<file path="config.mk">
export PLATFORM = sky130hd
export DESIGN_NAME = hazard_scoreboard
export DESIGN_NICKNAME = d
export VERILOG_FILES = /design/src/rtl/hazard_pkg.sv /design/src/rtl/hazard_opclass.sv /design/src/rtl/hazard_scoreboard.sv
export SDC_FILE = /design/constraint.sdc
export NUM_CORES = 1
export LEC_CHECK = 0
export BUFFER_PORTS_ARGS = -buffer_cell sky130_fd_sc_hd__buf_2
export CAP_MARGIN = 25
export CORE_ASPECT_RATIO = 1.1
export CORE_MARGIN = 4
export CORE_UTILIZATION = 35
export DETAILED_ROUTE_END_ITERATION = 10
export PLACE_DENSITY = 0.57
export SETUP_SLACK_MARGIN = 0.1
export SKIP_LAST_GASP = 1
export SYNTH_ARGS = -nofsm -noshare
export SYNTH_HDL_FRONTEND = slang
export SYNTH_SLANG_ARGS = --single-unit
</file>
<file path="constraint.sdc">
create_clock -name clk -period 1.65 [get_ports clk]
set_input_delay 0.33 -clock clk [delete_from_list [all_inputs] [get_ports clk]]
set_output_delay 0.33 -clock clk [all_outputs]
set_load 0.05 [all_outputs]
</file>
<file path="src/rtl/hazard_pkg.sv">
// Shared opcode constants, forward-select encodings and the per-stage write record
// used by the ID/EX hazard scoreboard.
package hazard_pkg;

  localparam int unsigned REG_AW_DFLT = 3;
  localparam int unsigned OPC_W_DFLT  = 4;
  localparam int unsigned FWD_W       = 2;

  localparam logic [OPC_W_DFLT-1:0] OPC_NOR   = 4'b0000;
  localparam logic [OPC_W_DFLT-1:0] OPC_NAND  = 4'b0001;
  localparam logic [OPC_W_DFLT-1:0] OPC_LW    = 4'b0010;
  localparam logic [OPC_W_DFLT-1:0] OPC_SW    = 4'b0011;
  localparam logic [OPC_W_DFLT-1:0] OPC_XNORI = 4'b0111;
  localparam logic [OPC_W_DFLT-1:0] OPC_ADD   = 4'b1111;

  localparam logic [FWD_W-1:0] FWD_RF    = 2'b00;
  localparam logic [FWD_W-1:0] FWD_EXMEM = 2'b01;
  localparam logic [FWD_W-1:0] FWD_MEMWB = 2'b10;

  typedef struct packed {
    logic                   valid;
    logic [REG_AW_DFLT-1:0] rd;
    logic                   writes_rd;
    logic                   is_load;
  } stage_rec_t;

  // A used source depends on a record that is live and writes the same register.
  function automatic logic src_match(input logic used, input stage_rec_t rec,
                                     input logic [REG_AW_DFLT-1:0] src);
    return used & rec.valid & rec.writes_rd & (rec.rd == src);
  endfunction

endpackage

</file>
<file path="src/rtl/hazard_opclass.sv">
// Opcode decode into register-usage classes; unknown opcodes behave as NOPs.
module hazard_opclass
  import hazard_pkg::*;
#(
  parameter int unsigned OPC_W = OPC_W_DFLT
) (
  input  logic [OPC_W-1:0] opcode,
  output logic             writes_rd_c,
  output logic             uses_rs1_c,
  output logic             uses_rs2_c,
  output logic             is_load_c
);

  always_comb begin
    writes_rd_c = 1'b0;
    uses_rs1_c  = 1'b0;
    uses_rs2_c  = 1'b0;
    is_load_c   = 1'b0;
    case (opcode)
      OPC_W'(OPC_NOR), OPC_W'(OPC_NAND), OPC_W'(OPC_ADD): begin
        writes_rd_c = 1'b1;
        uses_rs1_c  = 1'b1;
        uses_rs2_c  = 1'b1;
      end
      OPC_W'(OPC_LW): begin
        writes_rd_c = 1'b1;
        uses_rs1_c  = 1'b1;
        is_load_c   = 1'b1;
      end
      OPC_W'(OPC_XNORI): begin
        writes_rd_c = 1'b1;
        uses_rs1_c  = 1'b1;
      end
      OPC_W'(OPC_SW): begin
        uses_rs1_c  = 1'b1;
        uses_rs2_c  = 1'b1;
      end
      default: ;
    endcase
  end

endmodule

</file>
<file path="src/rtl/hazard_scoreboard.sv">
// ID->EX issue/hazard controller tracking writes in EX, MEM and WB.
// HAZARD_FWD_EN enables forwarding selects and load-use-only stalls; otherwise stall until retire.
module hazard_scoreboard
  import hazard_pkg::*;
#(
  parameter int unsigned REG_AW = REG_AW_DFLT,
  parameter int unsigned OPC_W  = OPC_W_DFLT
) (
  input  logic              clk,
  input  logic              rst_n,
  input  logic              id_valid,
  input  logic [OPC_W-1:0]  id_opcode,
  input  logic [REG_AW-1:0] id_rs1,
  input  logic [REG_AW-1:0] id_rs2,
  input  logic [REG_AW-1:0] id_rd,
  output logic              id_ready,
  input  logic              mem_stall,
  input  logic              flush,
  output logic              ex_valid,
  output logic [1:0]        ex_fwd_a_sel,
  output logic [1:0]        ex_fwd_b_sel
);

  stage_rec_t ex_q, ex_d, mem_q, mem_d, wb_q, wb_d;
  logic [FWD_W-1:0] fwd_a_q, fwd_a_d, fwd_b_q, fwd_b_d;

  logic writes_rd_c, uses_rs1_c, uses_rs2_c, is_load_c;
  logic hazard_c;
  logic [FWD_W-1:0] fwd_a_c, fwd_b_c;
  logic a_ex_c, b_ex_c, a_mem_c, b_mem_c;

  hazard_opclass #(.OPC_W(OPC_W)) u_opclass (
    .opcode      (id_opcode),
    .writes_rd_c (writes_rd_c),
    .uses_rs1_c  (uses_rs1_c),
    .uses_rs2_c  (uses_rs2_c),
    .is_load_c   (is_load_c)
  );

  assign a_ex_c  = src_match(uses_rs1_c, ex_q,  REG_AW_DFLT'(id_rs1));
  assign b_ex_c  = src_match(uses_rs2_c, ex_q,  REG_AW_DFLT'(id_rs2));
  assign a_mem_c = src_match(uses_rs1_c, mem_q, REG_AW_DFLT'(id_rs1));
  assign b_mem_c = src_match(uses_rs2_c, mem_q, REG_AW_DFLT'(id_rs2));

`ifdef HAZARD_FWD_EN
  // Only a load still in EX cannot be forwarded; the youngest producer wins.
  assign hazard_c = ex_q.is_load & (a_ex_c | b_ex_c);
  assign fwd_a_c  = a_ex_c ? FWD_EXMEM : (a_mem_c ? FWD_MEMWB : FWD_RF);
  assign fwd_b_c  = b_ex_c ? FWD_EXMEM : (b_mem_c ? FWD_MEMWB : FWD_RF);
`else
  logic a_wb_c, b_wb_c;
  assign a_wb_c   = src_match(uses_rs1_c, wb_q, REG_AW_DFLT'(id_rs1));
  assign b_wb_c   = src_match(uses_rs2_c, wb_q, REG_AW_DFLT'(id_rs2));
  assign hazard_c = a_ex_c | b_ex_c | a_mem_c | b_mem_c | a_wb_c | b_wb_c;
  assign fwd_a_c  = FWD_RF;
  assign fwd_b_c  = FWD_RF;
`endif

  assign id_ready = rst_n & id_valid & ~mem_stall & ~hazard_c & ~flush;

  // Advance the tracked pipeline unless memory is stalled; a non-issue injects a bubble.
  always_comb begin
    ex_d    = ex_q;
    mem_d   = mem_q;
    wb_d    = wb_q;
    fwd_a_d = fwd_a_q;
    fwd_b_d = fwd_b_q;
    if (!mem_stall) begin
      wb_d    = mem_q;
      mem_d   = ex_q;
      ex_d    = '0;
      fwd_a_d = FWD_RF;
      fwd_b_d = FWD_RF;
      if (id_ready) begin
        ex_d.valid     = 1'b1;
        ex_d.rd        = REG_AW_DFLT'(id_rd);
        ex_d.writes_rd = writes_rd_c;
        ex_d.is_load   = is_load_c;
        fwd_a_d        = fwd_a_c;
        fwd_b_d        = fwd_b_c;
      end
    end
  end

  always_ff @(posedge clk or negedge rst_n) begin
    if (!rst_n) begin
      ex_q    <= '0;
      mem_q   <= '0;
      wb_q    <= '0;
      fwd_a_q <= FWD_RF;
      fwd_b_q <= FWD_RF;
    end else begin
      ex_q    <= ex_d;
      mem_q   <= mem_d;
      wb_q    <= wb_d;
      fwd_a_q <= fwd_a_d;
      fwd_b_q <= fwd_b_d;
    end
  end

  assign ex_valid     = ex_q.valid;
  assign ex_fwd_a_sel = fwd_a_q;
  assign ex_fwd_b_sel = fwd_b_q;

endmodule
</file>
# --- After elaboration in Yosys (flattened, before gate mapping) ---
# Index checks and enable logic that the tools add are counted.
classes:
  eq_ne: 11
  n_mux: 5
  bitwise_logic: 30
  reduce_logical: 4
op_table:
  columns: ["cell", "n"]
  rows:
  - ["$and A1 B1 Y1", 22]
  - ["$eq A3 B3 Y1", 6]
  - ["$eq A4 B2 Y1 const B", 2]
  - ["$mux W6", 1]
  - ["$reduce_or A6 Y1", 1]
  - ["$or A1 B1 Y1", 5]
  - ["$reduce_or A5 Y1", 1]
  - ["$eq A4 B1 Y1 const B", 1]
  - ["$eq A4 B3 Y1 const B", 1]
  - ["$eq A4 B4 Y1 const B", 1]
  - ["$logic_not A4 Y1", 1]
  - ["$mux W1", 4]
  - ["$reduce_or A4 Y1", 1]
  - ["$not A1 Y1", 3]
totals:
  ff_bits: 15
  output_inout_bits: 6

# --- Longest topological paths before layout ---
logic_depth:
  word_depth: 15
  depth_mapped: 4
  depth_no_buf: 4

# --- By module ---
# A second synthesis with hierarchy kept.
hier_totals:
  hier_cells: 81
  area_unflattened_um2: 900.9
by_module_without_submodules:
  columns: ["module", "n_inst", "cells_each", "area_per_inst_um2", "seq_area_each_um2"]
  rows:
  - ["hazard_scoreboard", 1, 73, 833.3, 375.4]
  - ["hazard_opclass", 1, 8, 67.6, 0.0]

# --- Least setup slack after synthesis ---
# OpenSTA, ideal clock, no wires.
synth_path:
  kind: "register to output"
  startpoint: "register ex_q, in the netlist ex_valid"
  endpoint: "output port id_ready"
  arrival_ns: 2.276
  required_ns: 1.320
  slack_ns: -0.956
  path_stages_with_launch: 5
  n_path_buf: 0
  cell_sequence: "dfrtp_1 -> nand2_1 -> nor4_1 -> o32a_4 -> nor3_1"
synth_via:
  elab_chain_len: 11
synth_lines:
  columns: ["element", "line", "text"]
  rows:
  - ["start: declaration", "hazard_scoreboard.sv:24", "stage_rec_t ex_q, ex_d, mem_q, mem_d, wb_q, wb_d;"]
  - ["start signal: assignment", "hazard_scoreboard.sv:87", "ex_q <= '0;"]
  - ["start signal: assignment", "hazard_scoreboard.sv:93", "ex_q <= ex_d;"]
  - ["$and A1 B1 Y1 (3 in a row)", "hazard_pkg.sv:30", "return used & rec.valid & rec.writes_rd & (rec.rd == src);"]
  - ["$or A1 B1 Y1 * (5 in a row)", "hazard_scoreboard.sv:54", "assign hazard_c = a_ex_c | b_ex_c | a_mem_c | b_mem_c | a_wb_c | b_wb_c;"]
  - ["$not A1 Y1 *", "hazard_scoreboard.sv:59", "assign id_ready = rst_n & id_valid & ~mem_stall & ~hazard_c & ~flush;"]
  - ["$and A1 B1 Y1 * (2 in a row)", "hazard_scoreboard.sv:59", null]
  - ["end: declaration", "hazard_scoreboard.sv:16", "output logic id_ready,"]
# Every way passes the cells marked *; elsewhere a longest branch is shown, timed or not.

# --- Worst setup path after layout ---
layout_path:
  startpoint: "register mem_q[3] in the netlist's numbering"
  endpoint: "output port id_ready"
layout_via:
  elab_chain_len: 9
layout_lines:
  columns: ["element", "line", "text"]
  rows:
  - ["start: declaration", "hazard_scoreboard.sv:24", null]
  - ["start signal: assignment", "hazard_scoreboard.sv:94", "mem_q <= mem_d;"]
  - ["$eq A3 B3 Y1", "hazard_pkg.sv:30", null]
  - ["$and A1 B1 Y1", "hazard_pkg.sv:30", null]
  - ["$or A1 B1 Y1", "hazard_scoreboard.sv:54", null]
  - ["$or A1 B1 Y1 * (3 in a row)", "hazard_scoreboard.sv:54", null]
  - ["$not A1 Y1 *", "hazard_scoreboard.sv:59", null]
  - ["$and A1 B1 Y1 * (2 in a row)", "hazard_scoreboard.sv:59", null]
# Marks and branches as above.

==> impl_metrics.json <==
{
  "cts_buffer_depth": 2,
  "port_buffers": 19,
  "ys.flop_type": "dfrtp_1",
  "start_kind": "flop",
  "antenna_left": 0,
  "power_switching_uw": 240,
  "core-area_mm2": 0.00252,
  "fmax_mhz": 467,
  "start_util_pct": 36.8,
  "drive_above_1_share_pct": 56.0,
  "worstPathCellList": "xor2_1 > or4_4 > o21ai_4 > nor3_4 > buf_6",
  "p_seq_share_pct": 49.5,
  "fp-row-count": 19,
  "grt_max_degree": 17,
  "netlist_area_um2": 928,
  "drtIter0Drc": 7,
  "crit_fanout": 4,
  "reg2reg_slack_ns": -0.12,
  "dpl.hpwl_um": 1740,
  "critical_path_class": "flop to primary output",
  "nets": 153,
  "internal_power_uw": 563,
  "synth_edf_count": 0,
  "ys_async_sr_fraction_pct": 100,
  "hold_class": "input pin to asynchronous set/reset pin",
  "htreeDepth": 1,
  "numClockSinks": 15,
  "cpPeakStageDelay_ns": 0.54,
  "max-cap-violations": 0,
  "timing.final.ws_setup_ns": -0.493,
  "grt_pass1_vias": 831,
  "antenna_found_initial": 0,
  "setup_violations": 6,
  "swShare_pct": 29.9,
  "p_clk_share_pct": 27.2,
  "worstPathArrival_ns": 1.81,
  "grt.total_usage_pct": 13.9,
  "die_h_um": 62.0,
  "yosysSeqAreaShare_pct": 40.4,
  "cts_buffers": 3,
  "skew_ns": 0.0106,
  "peakVddDrop_mv": 0.429,
  "multi_input_area_um2": 592,
  "ios": 24,
  "combinationalPowerShare_pct": 23.3,
  "cp.required_ns": 1.32,
  "drc": 0,
  "hold_ws_ns": -0.00567,
  "worstSkewPairLatency_ns": 0.29,
  "syn_area_per_cell_um2": 10.7,
  "postLayoutCoreUtil_pct": 53.7,
  "rsz0062_at_grt": "true",
  "yosysMostFrequentCell": "xor2_1",
  "area_growth_pct": 45.8,
  "hold_viol_final": 7,
  "die_w_um": 57.1,
  "ys_warn_count": 0,
  "fp.dieArea_mm2": 0.00354,
  "syn_inst": 87,
  "ff_latch_area_um2": 378,
  "yosysTopAreaCellShare_pct": 40.4,
  "viasPerCell": 4.83,
  "fin_crit_sh_pct": 130,
  "cts.clk_slew.worst_paths_ns": 0.10,
  "ys_ff_latch": 15,
  "powerDensity_mw_per_mm2": 593,
  "first_pass_iters": 2,
  "wire_per_inst_um": 13.9,
  "fillerInstances": 240,
  "drt_wl_total_um": 2300,
  "synth_top_cell_by_area": "dfrtp_1",
  "slowest_stage": "or4_4",
  "gp_congestion": 0.903,
  "antenna_cells": 0,
  "num_vias": 797,
  "cts-root-buf": "clkbuf_4",
  "tritoncts": "built",
  "yosysUniqueCellTypes": 23,
  "synthTopCellsByCount": "xor2_1, dfrtp_1, mux2_2",
  "grt-ovfl-total": 0,
  "synth_area_leaders": "dfrtp_1, xor2_1, mux2_2",
  "setup-tns-final_ns": -0.994,
  "grt_pass1_wl_um": 3640,
  "maxSlewViolCount": 0,
  "outcome": "finished with violations",
  "violations": "hold timing, setup timing",
  "min_period_ns": 2.14,
  "p_leak_nw": 0.706,
  "endpoint_kind": "primary output"
}
-- power by group through the flow --
stage                     registers [mW]  clock network (mW)  logic [mW]
after floorplan                    0.409                   0      0.0921
after global placement             0.405                   0       0.170
after detailed placement           0.406                   0       0.172
after CTS                          0.398               0.230       0.183
after global routing               0.401               0.251       0.202
final                              0.397               0.218       0.187
-- final cells by class --
class                           count  area share (%)
Timing Repair Buffer               46            23.0
Inverter                            2           0.555
Tap cell                           31            2.87
Multi-Input combinational cell     67            43.7
Clock buffer                        4            1.94
Sequential cell                    15            27.9
-- placed cells by master (no fill, tap or decap), drive strengths merged, types with 2 or more instances in the layout --
| cell | count |
|---|---|
| nor4 | 3 |
| clkbuf | 4 |
| nor2 | 3 |
| and3 | 2 |
| o41ai | 4 |
| buf | 46 |
| nor3 | 3 |
| dfrtp | 15 |
| conb | 4 |
| o21ai | 2 |
| or4 | 3 |
| xor2 | 18 |
| nand2 | 9 |
| mux2 | 10 |
| inv | 2 |
-- timing repair --
| action | CTS | global route |
|---|---|---|
| resized for setup | 7 | 4 |
| endpoints found under the setup margin | 6 | 6 |
| hold buffers | 0 | 0 |
| pin swaps | 3 | 7 |
| buffers inserted | 4 | 2 |
-- layer usage --
layer  wire length (um)  track usage, %  part of all wire, %  vias up
li1                   -               -                    -      395
met1                942            15.1                   41      386
met2               1250            25.3                   54       12
met3                 80            2.69                  3.5        4
met4                 30            8.61                  1.3        0
met5                  0               0                    0        -
-- critical path: cells and delay by family, from the launching register on --
| kind | cells | cell delay [ns] |
|---|---|---|
| buf+inv | 1 | 0.15 |
| compound gates | 1 | 0.18 |
| simple gates | 2 | 0.60 |
| flops | 1 | 0.42 |
| xor+xnor | 1 | 0.17 |
-- stage by stage --
stage	cell area (um^2)	power [mW]	worst slack, ns	hold WS (ns)	instances
after floorplan	977	0.501	-0.155	0.0344	90
after global placement	1230	0.575	-0.313	0.316	155
after detailed placement	1230	0.578	-0.325	0.325	155
after CTS	1320	0.811	-0.518	0.000650	163
after global routing	1350	0.854	-0.568	0.00436	165
final	1350	0.803	-0.493	-0.00567	165
-- final timing paths --
kind	end	start	cells after the start
worst max-delay path	id_ready	mem_q[3]	5
worst min-delay path	wb_q[4]	rst_n	2
worst max register to register	ex_q[2]	mem_q[3]	6
worst min register to register	wb_q[5]	wb_q[5]	1
max in group asynchronous	ex_valid	rst_n	2
min in group clk	ex_q[3]	id_rd[1]	3
-- registers in the layout, indices dropped and copies added, names as in the netlist --
| signal | count |
|---|---|
| wb_q | 5 |
| ex_valid | 1 |
| ex_q | 4 |
| mem_q | 5 |
-- cell families after synthesis --
group	after synthesis	synth area share [%]
DFF	15	40.4
muxes	10	12.1
xor gates and xnor gates	18	17.0
other	1	0.404
buffers and inverters	8	4.85
and+or+nand+nor	24	12.9
AOI/OAI and AO/OA	11	12.3
(Power assumes the default switching activity.)
